===== config.mk =====
export PLATFORM = sky130hd
export DESIGN_NAME = snoop_bus_ctrl
export DESIGN_NICKNAME = d
export VERILOG_FILES = /design/src/rtl/snoop_pkg.sv /design/src/rtl/rr_picker.sv /design/src/rtl/snoop_bus_ctrl.sv
export SDC_FILE = /design/constraint.sdc
export NUM_CORES = 1
export LEC_CHECK = 0
export ABC_AREA = 1
export CORE_MARGIN = 2
export CORE_UTILIZATION = 25
export CTS_CLUSTER_SIZE = 40
export DETAILED_ROUTE_END_ITERATION = 6
export PLACE_DENSITY_LB_ADDON = 0.12
export SLEW_MARGIN = 15
export SYNTH_ARGS = -nofsm -noshare
export SYNTH_HDL_FRONTEND = slang
export SYNTH_SLANG_ARGS = --single-unit

===== constraint.sdc =====
create_clock -name clock -period 1.4 [get_ports clock]
set_input_delay 0.21 -clock clock [delete_from_list [all_inputs] [get_ports clock]]
set_output_delay 0.21 -clock clock [all_outputs]
set_load 0.02 [all_outputs]

===== src/rtl/snoop_pkg.sv =====
// rtl/snoop_pkg.sv - shared constants, state encoding and helpers for the snoop bus controller
//
// Provides the bus opcodes, the controller state enum, the fixed bus
// dimensions (three caches, 2-bit tags, 4-bit data) and a one-hot to
// index helper used by the controller.
package snoop_pkg;

    localparam int N_PROC = 3;
    localparam int TAG_W  = 2;
    localparam int DATA_W = 4;

    localparam logic [1:0] OP_NONE = 2'd0;
    localparam logic [1:0] OP_RM   = 2'd1;
    localparam logic [1:0] OP_WM   = 2'd2;
    localparam logic [1:0] OP_WB   = 2'd3;

    typedef enum logic [2:0] {
        ST_IDLE,
        ST_ADDR,
        ST_SNOOP,
        ST_MEM,
        ST_DONE
    } state_e;

    function automatic logic [1:0] oh_to_idx(input logic [N_PROC-1:0] oh);
        logic [1:0] idx;
        idx = '0;
        for (int i = 0; i < N_PROC; i++) begin
            if (oh[i]) idx = 2'(i);
        end
        return idx;
    endfunction

endpackage


===== src/rtl/rr_picker.sv =====
// rtl/rr_picker.sv - combinational one-hot winner selection among the cache requesters
//
// Ports:
//   req_mask  in   N_PROC  requests eligible for arbitration
//   ptr       in   2       index of the previous winner
//   win       out  N_PROC  one-hot winner, all zero when req_mask is zero
// Macro SNOOP_ARB_RR_EN: when defined, the search starts at (ptr + 1) mod 3;
// otherwise cache 0 always has highest priority and ptr is ignored.
module rr_picker
    import snoop_pkg::*;
(
    input  logic [N_PROC-1:0] req_mask,
    input  logic [1:0]        ptr,
    output logic [N_PROC-1:0] win
);

    localparam logic [N_PROC-1:0] ONE = 1;

    // First set bit of m when visiting indices in the order a, b, c.
    function automatic logic [N_PROC-1:0] first_set(
        input logic [N_PROC-1:0] m,
        input logic [1:0]        a,
        input logic [1:0]        b,
        input logic [1:0]        c
    );
        if (m[a]) return ONE << a;
        if (m[b]) return ONE << b;
        if (m[c]) return ONE << c;
        return '0;
    endfunction

`ifdef SNOOP_ARB_RR_EN
    always_comb begin
        win = '0;
        case (ptr)
            2'd0:    win = first_set(req_mask, 2'd1, 2'd2, 2'd0);
            2'd1:    win = first_set(req_mask, 2'd2, 2'd0, 2'd1);
            default: win = first_set(req_mask, 2'd0, 2'd1, 2'd2);
        endcase
    end
`else
    logic unused_ptr;
    assign unused_ptr = ^ptr;

    always_comb begin
        win = first_set(req_mask, 2'd0, 2'd1, 2'd2);
    end
`endif

endmodule


===== src/rtl/snoop_bus_ctrl.sv =====
// rtl/snoop_bus_ctrl.sv - arbiter and phase sequencer for the shared snooping cache bus
//
// Grants one of three caches, broadcasts its transaction (ADDR), collects
// snoop responses (SNOOP), performs the memory access (MEM) and returns the
// result with a one-cycle ack (DONE).
// Ports:
//   clock, reset                      rising-edge clock, synchronous active-high reset
//   req/req_op/req_tag/req_data       per-cache request level, opcode, tag, writeback data
//   snoop_hit/snoop_data              per-cache Modified-hit flag and flush data
//   mem_rdata/mem_ready               memory read data and completion strobe
//   gnt/ack                           one-hot grant (ADDR..DONE) and completion pulse
//   bus_valid/bus_op/bus_src/bus_tag  broadcast message, valid in ADDR only
//   bus_data                          result data, valid in DONE only
//   mem_rd/mem_wr/mem_addr/mem_wdata  memory access, held in MEM until mem_ready
//   busy                              controller is not idle
// Macro SNOOP_ARB_RR_EN: round-robin arbitration (pointer resets to 2);
// fixed priority 0 > 1 > 2 when undefined.
module snoop_bus_ctrl
    import snoop_pkg::*;
(
    input  logic                     clock,
    input  logic                     reset,
    input  logic [N_PROC-1:0]        req,
    input  logic [2*N_PROC-1:0]      req_op,
    input  logic [TAG_W*N_PROC-1:0]  req_tag,
    input  logic [DATA_W*N_PROC-1:0] req_data,
    input  logic [N_PROC-1:0]        snoop_hit,
    input  logic [DATA_W*N_PROC-1:0] snoop_data,
    input  logic [DATA_W-1:0]        mem_rdata,
    input  logic                     mem_ready,
    output logic [N_PROC-1:0]        gnt,
    output logic [N_PROC-1:0]        ack,
    output logic                     bus_valid,
    output logic [1:0]               bus_op,
    output logic [1:0]               bus_src,
    output logic [TAG_W-1:0]         bus_tag,
    output logic [DATA_W-1:0]        bus_data,
    output logic                     mem_rd,
    output logic                     mem_wr,
    output logic [TAG_W-1:0]         mem_addr,
    output logic [DATA_W-1:0]        mem_wdata,
    output logic                     busy
);

    state_e state, state_next;

    logic [1:0]        cur_op;
    logic [1:0]        cur_src;
    logic [TAG_W-1:0]  cur_tag;
    // Holds writeback data, then the snoop flush data or the memory read
    // data, so it always carries the transaction result by DONE.
    logic [DATA_W-1:0] xfer_data;
    logic              mem_write;
    logic [1:0]        rr_ptr;

    logic [N_PROC-1:0] req_valid;
    logic [N_PROC-1:0] win;
    logic [1:0]        sel_op;
    logic [TAG_W-1:0]  sel_tag;
    logic [DATA_W-1:0] sel_data;
    logic [N_PROC-1:0] snoop_other;
    logic [DATA_W-1:0] hit_data;

    always_comb begin
        req_valid = '0;
        for (int i = 0; i < N_PROC; i++) begin
            req_valid[i] = req[i] && (req_op[2*i +: 2] != OP_NONE);
        end
    end

    rr_picker u_picker (
        .req_mask (req_valid),
        .ptr      (rr_ptr),
        .win      (win)
    );

    always_comb begin
        sel_op   = OP_NONE;
        sel_tag  = '0;
        sel_data = '0;
        for (int i = 0; i < N_PROC; i++) begin
            if (win[i]) begin
                sel_op   = req_op[2*i +: 2];
                sel_tag  = req_tag[TAG_W*i +: TAG_W];
                sel_data = req_data[DATA_W*i +: DATA_W];
            end
        end
    end

    // The requester's own hit is not a sharer; of the rest, the lowest index
    // supplies the flush data (scan downward so the lowest assignment wins).
    always_comb begin
        snoop_other = snoop_hit & ~gnt;
        hit_data    = '0;
        for (int i = N_PROC - 1; i >= 0; i--) begin
            if (snoop_other[i]) hit_data = snoop_data[DATA_W*i +: DATA_W];
        end
    end

    always_ff @(posedge clock) begin
        if (reset) state <= ST_IDLE;
        else       state <= state_next;
    end

    always_comb begin
        state_next = state;
        ack        = '0;
        bus_valid  = 1'b0;
        bus_op     = OP_NONE;
        bus_src    = '0;
        bus_tag    = '0;
        bus_data   = '0;
        mem_rd     = 1'b0;
        mem_wr     = 1'b0;
        mem_addr   = '0;
        mem_wdata  = '0;
        busy       = (state != ST_IDLE);
        case (state)
            ST_IDLE: begin
                if (|req_valid) state_next = ST_ADDR;
            end
            ST_ADDR: begin
                bus_valid  = 1'b1;
                bus_op     = cur_op;
                bus_src    = cur_src;
                bus_tag    = cur_tag;
                state_next = (cur_op == OP_WB) ? ST_MEM : ST_SNOOP;
            end
            ST_SNOOP: begin
                state_next = ST_MEM;
            end
            ST_MEM: begin
                mem_rd   = !mem_write;
                mem_wr   = mem_write;
                mem_addr = cur_tag;
                if (mem_write) mem_wdata = xfer_data;
                if (mem_ready) state_next = ST_DONE;
            end
            ST_DONE: begin
                ack        = gnt;
                bus_data   = xfer_data;
                state_next = ST_IDLE;
            end
            default: state_next = ST_IDLE;
        endcase
    end

    always_ff @(posedge clock) begin
        if (reset) begin
            gnt       <= '0;
            cur_op    <= OP_NONE;
            cur_src   <= '0;
            cur_tag   <= '0;
            xfer_data <= '0;
            mem_write <= 1'b0;
        end else begin
            case (state)
                ST_IDLE: begin
                    if (|req_valid) begin
                        gnt       <= win;
                        cur_src   <= oh_to_idx(win);
                        cur_op    <= sel_op;
                        cur_tag   <= sel_tag;
                        xfer_data <= sel_data;
                    end
                end
                ST_ADDR: begin
                    mem_write <= (cur_op == OP_WB);
                end
                ST_SNOOP: begin
                    mem_write <= |snoop_other;
                    if (|snoop_other) xfer_data <= hit_data;
                end
                ST_MEM: begin
                    if (mem_ready && !mem_write) xfer_data <= mem_rdata;
                end
                ST_DONE: begin
                    gnt <= '0;
                end
                default: gnt <= '0;
            endcase
        end
    end

`ifdef SNOOP_ARB_RR_EN
    always_ff @(posedge clock) begin
        if (reset) begin
            rr_ptr <= 2'd2;
        end else if (state == ST_IDLE && (|req_valid)) begin
            rr_ptr <= oh_to_idx(win);
        end
    end
`else
    assign rr_ptr = 2'd2;
`endif

endmodule


==> results.py, run 1 <==
metrics = {
    "setup_path": {
        "endpoint_kind": "output pin",
        "required_ns": 1.19,
        "timing.rr.start": "state[2]$_SDFFE_PP0P_",
        "crit_buf_inv": 3,
        "cp_cell_sequence": "inv_4 > nand3_4 > inv_2 > nand2_2 > nor2_1 > buf_4",
        "slowest_delay_ns": 0.37,
        "cp_top_family": "flip-flops",
        "cpMaxStageDelayCell": "dfxtp_4",
        "crit_path_start_kind": "flip-flop",
        "cp_data_arrival_time_ns": 1.21,
        "rrSetupSlack_ns": -0.02,
        "worstSetupPathType": "flip-flop to output pin",
        "cp_max_fo": 5,
        "cp-startpoint": "state[2]$_SDFFE_PP0P_",
    },
    "placement": {
        "dp_hpwl_microns": 3700,
        "portBuffers": 74,
        "gp_congestion": 0.853,
        "dpl_worst_slack_ns": -0.299,
    },
    "drt": {
        "viasPerCell": 4.24,
        "drc": 0,
        "vias": 1791,
        "wl_microns": 4520,
        "first_pass_iters": 4,
        "drtIter0Drc": 63,
        "drt.antenna.violating_nets": 0,
        "wire_per_inst_microns": 10.7,
    },
    "synthesis": {
        "synth_top_area_cell": "dfxtp_1",
        "seq_area_frac_synth": 0.257,
        "synth_cells": 239,
        "yosys_warnings": 0,
        "syn-mean-instance-area_sq_um": 5.54,
        "synth_top_area_share": 0.257,
        "synth_edf_count": 0,
        "async_flop_share": 0,
        "synth-seq-cells": 17,
        "synth.distinct_cells": 19,
        "synthFlopType": "dfxtp_1",
        "synth_area_leaders": "dfxtp_1 26%, nand2_1 19%, nand3_1 11%",
        "netlist_area_sq_mm": 0.00132,
        "syn-num-nets": 288,
    },
    "clocking": {
        "cts_max_path_buffers": 2,
        "cts_hold_buf": 0,
        "clk-insertion-delay-late_ns": 0.25,
        "h-tree-depth": 1,
        "clkTransAtPathRegs_ns": 0.06,
        "cts_made_buffers": 3,
        "root_buffer": "clkbuf_8",
        "tritoncts": "done",
        "clkSinkCount": 17,
    },
    "worst_hold_path": {
        "hp-class": "input port to flip-flop",
        "worstHoldStart": "req_op[3]",
    },
    "power": {
        "ir_worst_vdd_v": 0.000357,
        "pwr-share-seq": 0.302,
        "switching_power_mw": 0.744,
        "finalPower_mw": 1.99,
        "power_density_mw_per_mm2": 761,
        "clkPwrFrac": 0.184,
        "p_comb_frac": 0.514,
        "p_int_mw": 1.25,
        "p_sw_frac": 0.374,
        "p_leak_nw": 1.35,
    },
    "sta": {
        "finalHoldViolations": 0,
        "layout_setup_ws_ns": -0.0222,
        "finalSetupViolCount": 6,
        "clock_skew_ns": 0.00116,
        "rsz0062_at_grt": "yes",
        "timing.fmax_mhz": 703,
        "tightestPinTransition_ns": 0.300,
        "drv_slew": 0,
        "min_period_over_period": 1.02,
        "hold_ws_ns": 0.422,
        "slew_headroom": 0.800,
        "period_needed_ns": 1.42,
    },
    "grt": {
        "grt_pass1_wl_microns": 7560,
        "grt-ovfl-total": 0,
        "grt_max_degree": 12,
        "antenna_found_initial": 0,
        "track_usage": 0.156,
        "grt_pass1_vias": 1687,
    },
    "floorplan": {
        "die_area_sq_mm": 0.00589,
        "dieHeight_microns": 76.8,
        "core_area_sq_mm": 0.00511,
        "fp-row-count": 26,
        "ios": 75,
        "die_w_microns": 76.8,
        "start_util": 0.259,
    },
    "finish": {
        "areaGrowthSynthToFinish_pct": 97.7,
        "drive_gt1_frac": 0.332,
        "finalNetCount": 402,
        "antenna_cells": 0,
    },
    "run": {
        "drv_cap": 0,
    },
    "status": {
        "violations": "setup timing",
        "outcome": "complete, but fails checks",
    },
}
-- cells in the final DEF (no fill, tap or decap), types with 10 or more instances in the layout --
master	n
inv_1	35
buf_4	43
nor2_1	30
dfxtp_1	14
nand2_2	10
nand2_1	56
clkdlybuf4s50_1	43
a21oi_1	11
nand3_1	26
-- final timing paths --
| path | endpoint | cells after the start |
|---|---|---|
| hold / removal | cur_op[1]$_SDFFE_PP0P_ | 5 |
| setup reg to reg | xfer_data[3]$_SDFFE_PP0P_ | 11 |
| setup / recovery | mem_wdata[2] | 6 |
| hold reg to reg | cur_src[1]$_SDFFE_PP0P_ | 2 |
-- what timing repair did --
| action | in CTS | in global routing |
|---|---|---|
| endpoints found under the setup margin | 36 | 27 |
| gates resized for setup | 114 | 62 |
| gates cloned | 0 | 0 |
| buffers inserted | 2 | 0 |
| pin swaps | 1 | 9 |
-- Yosys cell counts, types with 2 or more instances --
master / instances
nand3_2: 3
nand3_1: 28
nor2_1: 37
inv_1: 36
o21ai_1: 8
nand2_1: 66
o21ai_0: 2
dfxtp_1: 17
nand2_2: 2
nor2_2: 9
a21oi_1: 15
inv_2: 9
-- worst min-delay path, delay by kind of cell --
kind / cells / cell delay (ns)
compound gates: 2 / 0.20
buf+inv: 1 / 0.10
simple gates: 2 / 0.12
-- power by group through the flow --
stage | clock network [mW] | logic, mW | registers [mW]
floorplan | 0 | 0.452 | 0.613
global placement | 0 | 0.919 | 0.603
detailed placement | 0 | 0.918 | 0.604
CTS | 0.379 | 0.951 | 0.597
global route | 0.412 | 1.13 | 0.610
finish | 0.367 | 1.02 | 0.601
-- flip-flops by register name (all words and copies together) (netlist names) --
signal	cells
cur_src	2
mem_write	1
cur_tag	2
state	3
xfer_data	4
cur_op	2
gnt	3
-- stage by stage --
step                      instances  setup TNS [ns]  utilization  cell area (sq um)
after floorplan                 239               0            -               1320
after global placement          416           -7.75        0.473               2420
after detailed placement        416           -8.18        0.473               2420
after CTS                       422          -0.132        0.477               2430
after global routing            422          -0.936        0.512               2620
final                           422         -0.0696        0.512               2620
-- layout make-up --
cell class | count | area [sq um]
sequential | 17 | 349
tap | 70 | 87.6
multi-input combinational | 176 | 966
timing repair buffer | 110 | 993
fill | 584 | 2490
inverter | 45 | 176
clock buffer | 4 | 45.0
-- per-layer routing --
metal  share of wire  track usage
met5               0            0
met4           0.018       0.0600
met3           0.043       0.0165
met2            0.49        0.274
met1            0.45        0.195
-- logic make-up after synthesis --
family	share of synthesized area
buffers and inverters	0.130
flip-flops	0.257
AO/OA/AOI/OAI	0.118
AND/OR/NAND/NOR	0.494
Note: power is estimated with default switching activity, not from simulation.
==> run 2, diff against run 1 <==
--- a/config.mk
+++ b/config.mk
@@ -6,6 +6,7 @@
 export NUM_CORES = 1
 export LEC_CHECK = 0
 export ABC_AREA = 1
+export CORE_ASPECT_RATIO = 1.4
 export CORE_MARGIN = 2
 export CORE_UTILIZATION = 25
 export CTS_CLUSTER_SIZE = 40
==> results.py, run 2 (synthesis gave the netlist of run 1 again) <==
metrics = {
    "status": {
        "outcome": "completed",
    },
    "floorplan": {
        "core_area_sq_mm": 0.00516,
        "ios": 75,
        "fp-row-count": 31,
        "dieHeight_microns": 90.1,
        "die_area_sq_mm": 0.00590,
        "start_util": 0.257,
        "die_w_microns": 65.5,
    },
    "setup_path": {
        "worstSetupPathType": "flip-flop to output pin",
        "timing.rr.end": "xfer_data[3]$_SDFFE_PP0P_",
        "rrSetupSlack_ns": 0.06,
        "required_ns": 1.19,
        "timing.rr.start": "state[2]$_SDFFE_PP0P_",
        "crit_path_start_kind": "flip-flop",
        "cp_data_arrival_time_ns": 1.19,
        "cp_max_fo": 5,
        "endpoint_kind": "output pin",
        "ff2ff_path_depth": 10,
    },
    "sta": {
        "hold_ws_ns": 0.294,
        "slew_headroom": 0.845,
        "finalHoldViolations": 0,
        "clock_skew_ns": 0.0114,
        "min_period_over_period": 1.00,
        "rsz0062_at_grt": "yes",
        "finalSetupViolCount": 0,
        "period_needed_ns": 1.40,
        "tightestPinTransition_ns": 0.230,
        "timing.fmax_mhz": 715,
        "drv_slew": 0,
    },
    "drt": {
        "vias": 1877,
        "drtIter0Drc": 19,
        "wl_microns": 5000,
        "wire_per_inst_microns": 11.7,
        "drc": 0,
        "first_pass_iters": 4,
        "viasPerCell": 4.41,
        "drt.antenna.violating_nets": 0,
    },
    "clocking": {
        "clk-insertion-delay-late_ns": 0.26,
        "cts_hold_buf": 0,
        "h-tree-depth": 1,
        "cts_max_path_buffers": 2,
        "clkSinkCount": 17,
        "tritoncts": "done",
        "cts_made_buffers": 3,
        "clkTransAtPathRegs_ns": 0.08,
        "root_buffer": "clkbuf_8",
    },
    "finish": {
        "largest_reg_flops": 4,
        "regMostFlops": "xfer_data",
        "drive_gt1_frac": 0.367,
        "final_common_cell": "nand2_1",
        "fin_cells": 426,
        "antenna_cells": 0,
        "stdcell_area_sq_mm": 0.00277,
        "areaGrowthSynthToFinish_pct": 109,
        "top_regs": "xfer_data (4), gnt (3), state (3)",
        "final_cell_mix": "57 x nand2_1, 46 x buf_4, 41 x clkdlybuf4s50_1",
        "fill_cells": 534,
        "finalNetCount": 410,
    },
    "grt": {
        "grt-ovfl-total": 0,
        "grt_pass1_wl_microns": 7890,
        "grt_max_degree": 12,
        "antenna_found_initial": 0,
        "track_usage": 0.167,
        "grt_pass1_vias": 1812,
    },
    "placement": {
        "gp_congestion": 0.830,
        "portBuffers": 74,
        "dp_hpwl_microns": 3980,
        "dpl_cell_area_sq_mm": 0.00246,
        "placed_cells": 417,
    },
    "worst_hold_path": {
        "hp-class": "input port to flip-flop",
        "worstHoldStart": "req_op[5]",
        "min_path_cells": 3,
        "worstHoldEndpoint": "cur_op[1]$_SDFFE_PP0P_",
    },
    "run": {
        "drv_cap": 0,
    },
    "power": {
        "power_density_mw_per_mm2": 740,
        "ir_worst_vdd_v": 0.000401,
        "p_leak_nw": 1.42,
    },
}
## run 2: changes by cell type in the layout (fill, tap and decap cells not counted), moves of 3 or more
cell,previous run,this run
buf_2,6,1
buf_4,43,46
buf_6,9,18
inv_2,7,10
nor2_1,30,22
nor2_2,8,12
nor2_4,9,13
## run 2: worst max-delay path: stages (launching register included)
cell and delay (ns):
dfxtp_2 0.34, inv_2 0.09, nand3_2 0.09, inv_2 0.09, nand2_4 0.09, nor2_1 0.09
buf_4 0.14
## run 2: how the worst max path moves through the flow
stage | from | endpoint | slack (ns)
after global routing | state[2]$_SDFFE_PP0P_ | mem_wdata[2] | -0.06
after global placement | req_op[3] | cur_op[0]$_SDFFE_PP0P_ | -0.28
after CTS | state[1]$_SDFFE_PP0P_ | bus_data[2] | -0.08
final | state[2]$_SDFFE_PP0P_ | mem_wdata[1] | 0.0007
after floorplan | state[1]$_SDFFE_PP0P_ | mem_wdata[0] | 0.04
after detailed placement | req_op[3] | cur_tag[1]$_SDFFE_PP0P_ | -0.30
## run 2: timing repair
action / CTS / global route
hold endpoints to repair: 0 / 0
endpoints found under the setup margin: 39 / 38
setup buffers: 0 / 5
gates resized for setup: 121 / 78
pin swaps: 1 / 13
## run 2: area by class of cell
type	instances	area, sq um	share of cell area
flip-flops and latches	17	350	0.127
clock buffers	3	41.3	0.0149
multi-input cells	176	996	0.360
well taps	66	82.6	0.0299
repair buffers	118	1120	0.404
clock inverters	1	7.51	0.00271
inverters	45	171	0.0620
## run 2: stage by stage
step	total power, mW	util	worst slack (ns)	setup TNS [ns]
after floorplan	1.06	-	0.0364	0
after global routing	2.20	0.536	-0.0623	-0.665
after detailed placement	1.54	0.477	-0.299	-9.04
final	2.05	0.536	0.000690	0
after global placement	1.54	0.477	-0.276	-8.55
after CTS	1.93	0.478	-0.0831	-0.355
## run 2: metal layers
metal,share of wire,global-route usage,vias up
li1,-,-,986
met1,0.41,0.199,833
met2,0.53,0.298,54
met3,0.043,0.0250,4
met4,0.012,0.0538,0
met5,0,0,-
## run 2: where the power goes
group | total (mW) | internal, mW | switching, mW
Sequential | 0.607 | 0.558 | 0.0484
Clock | 0.387 | 0.201 | 0.187
Combinational | 1.05 | 0.508 | 0.544
Total | 2.05 | 1.27 | 0.779
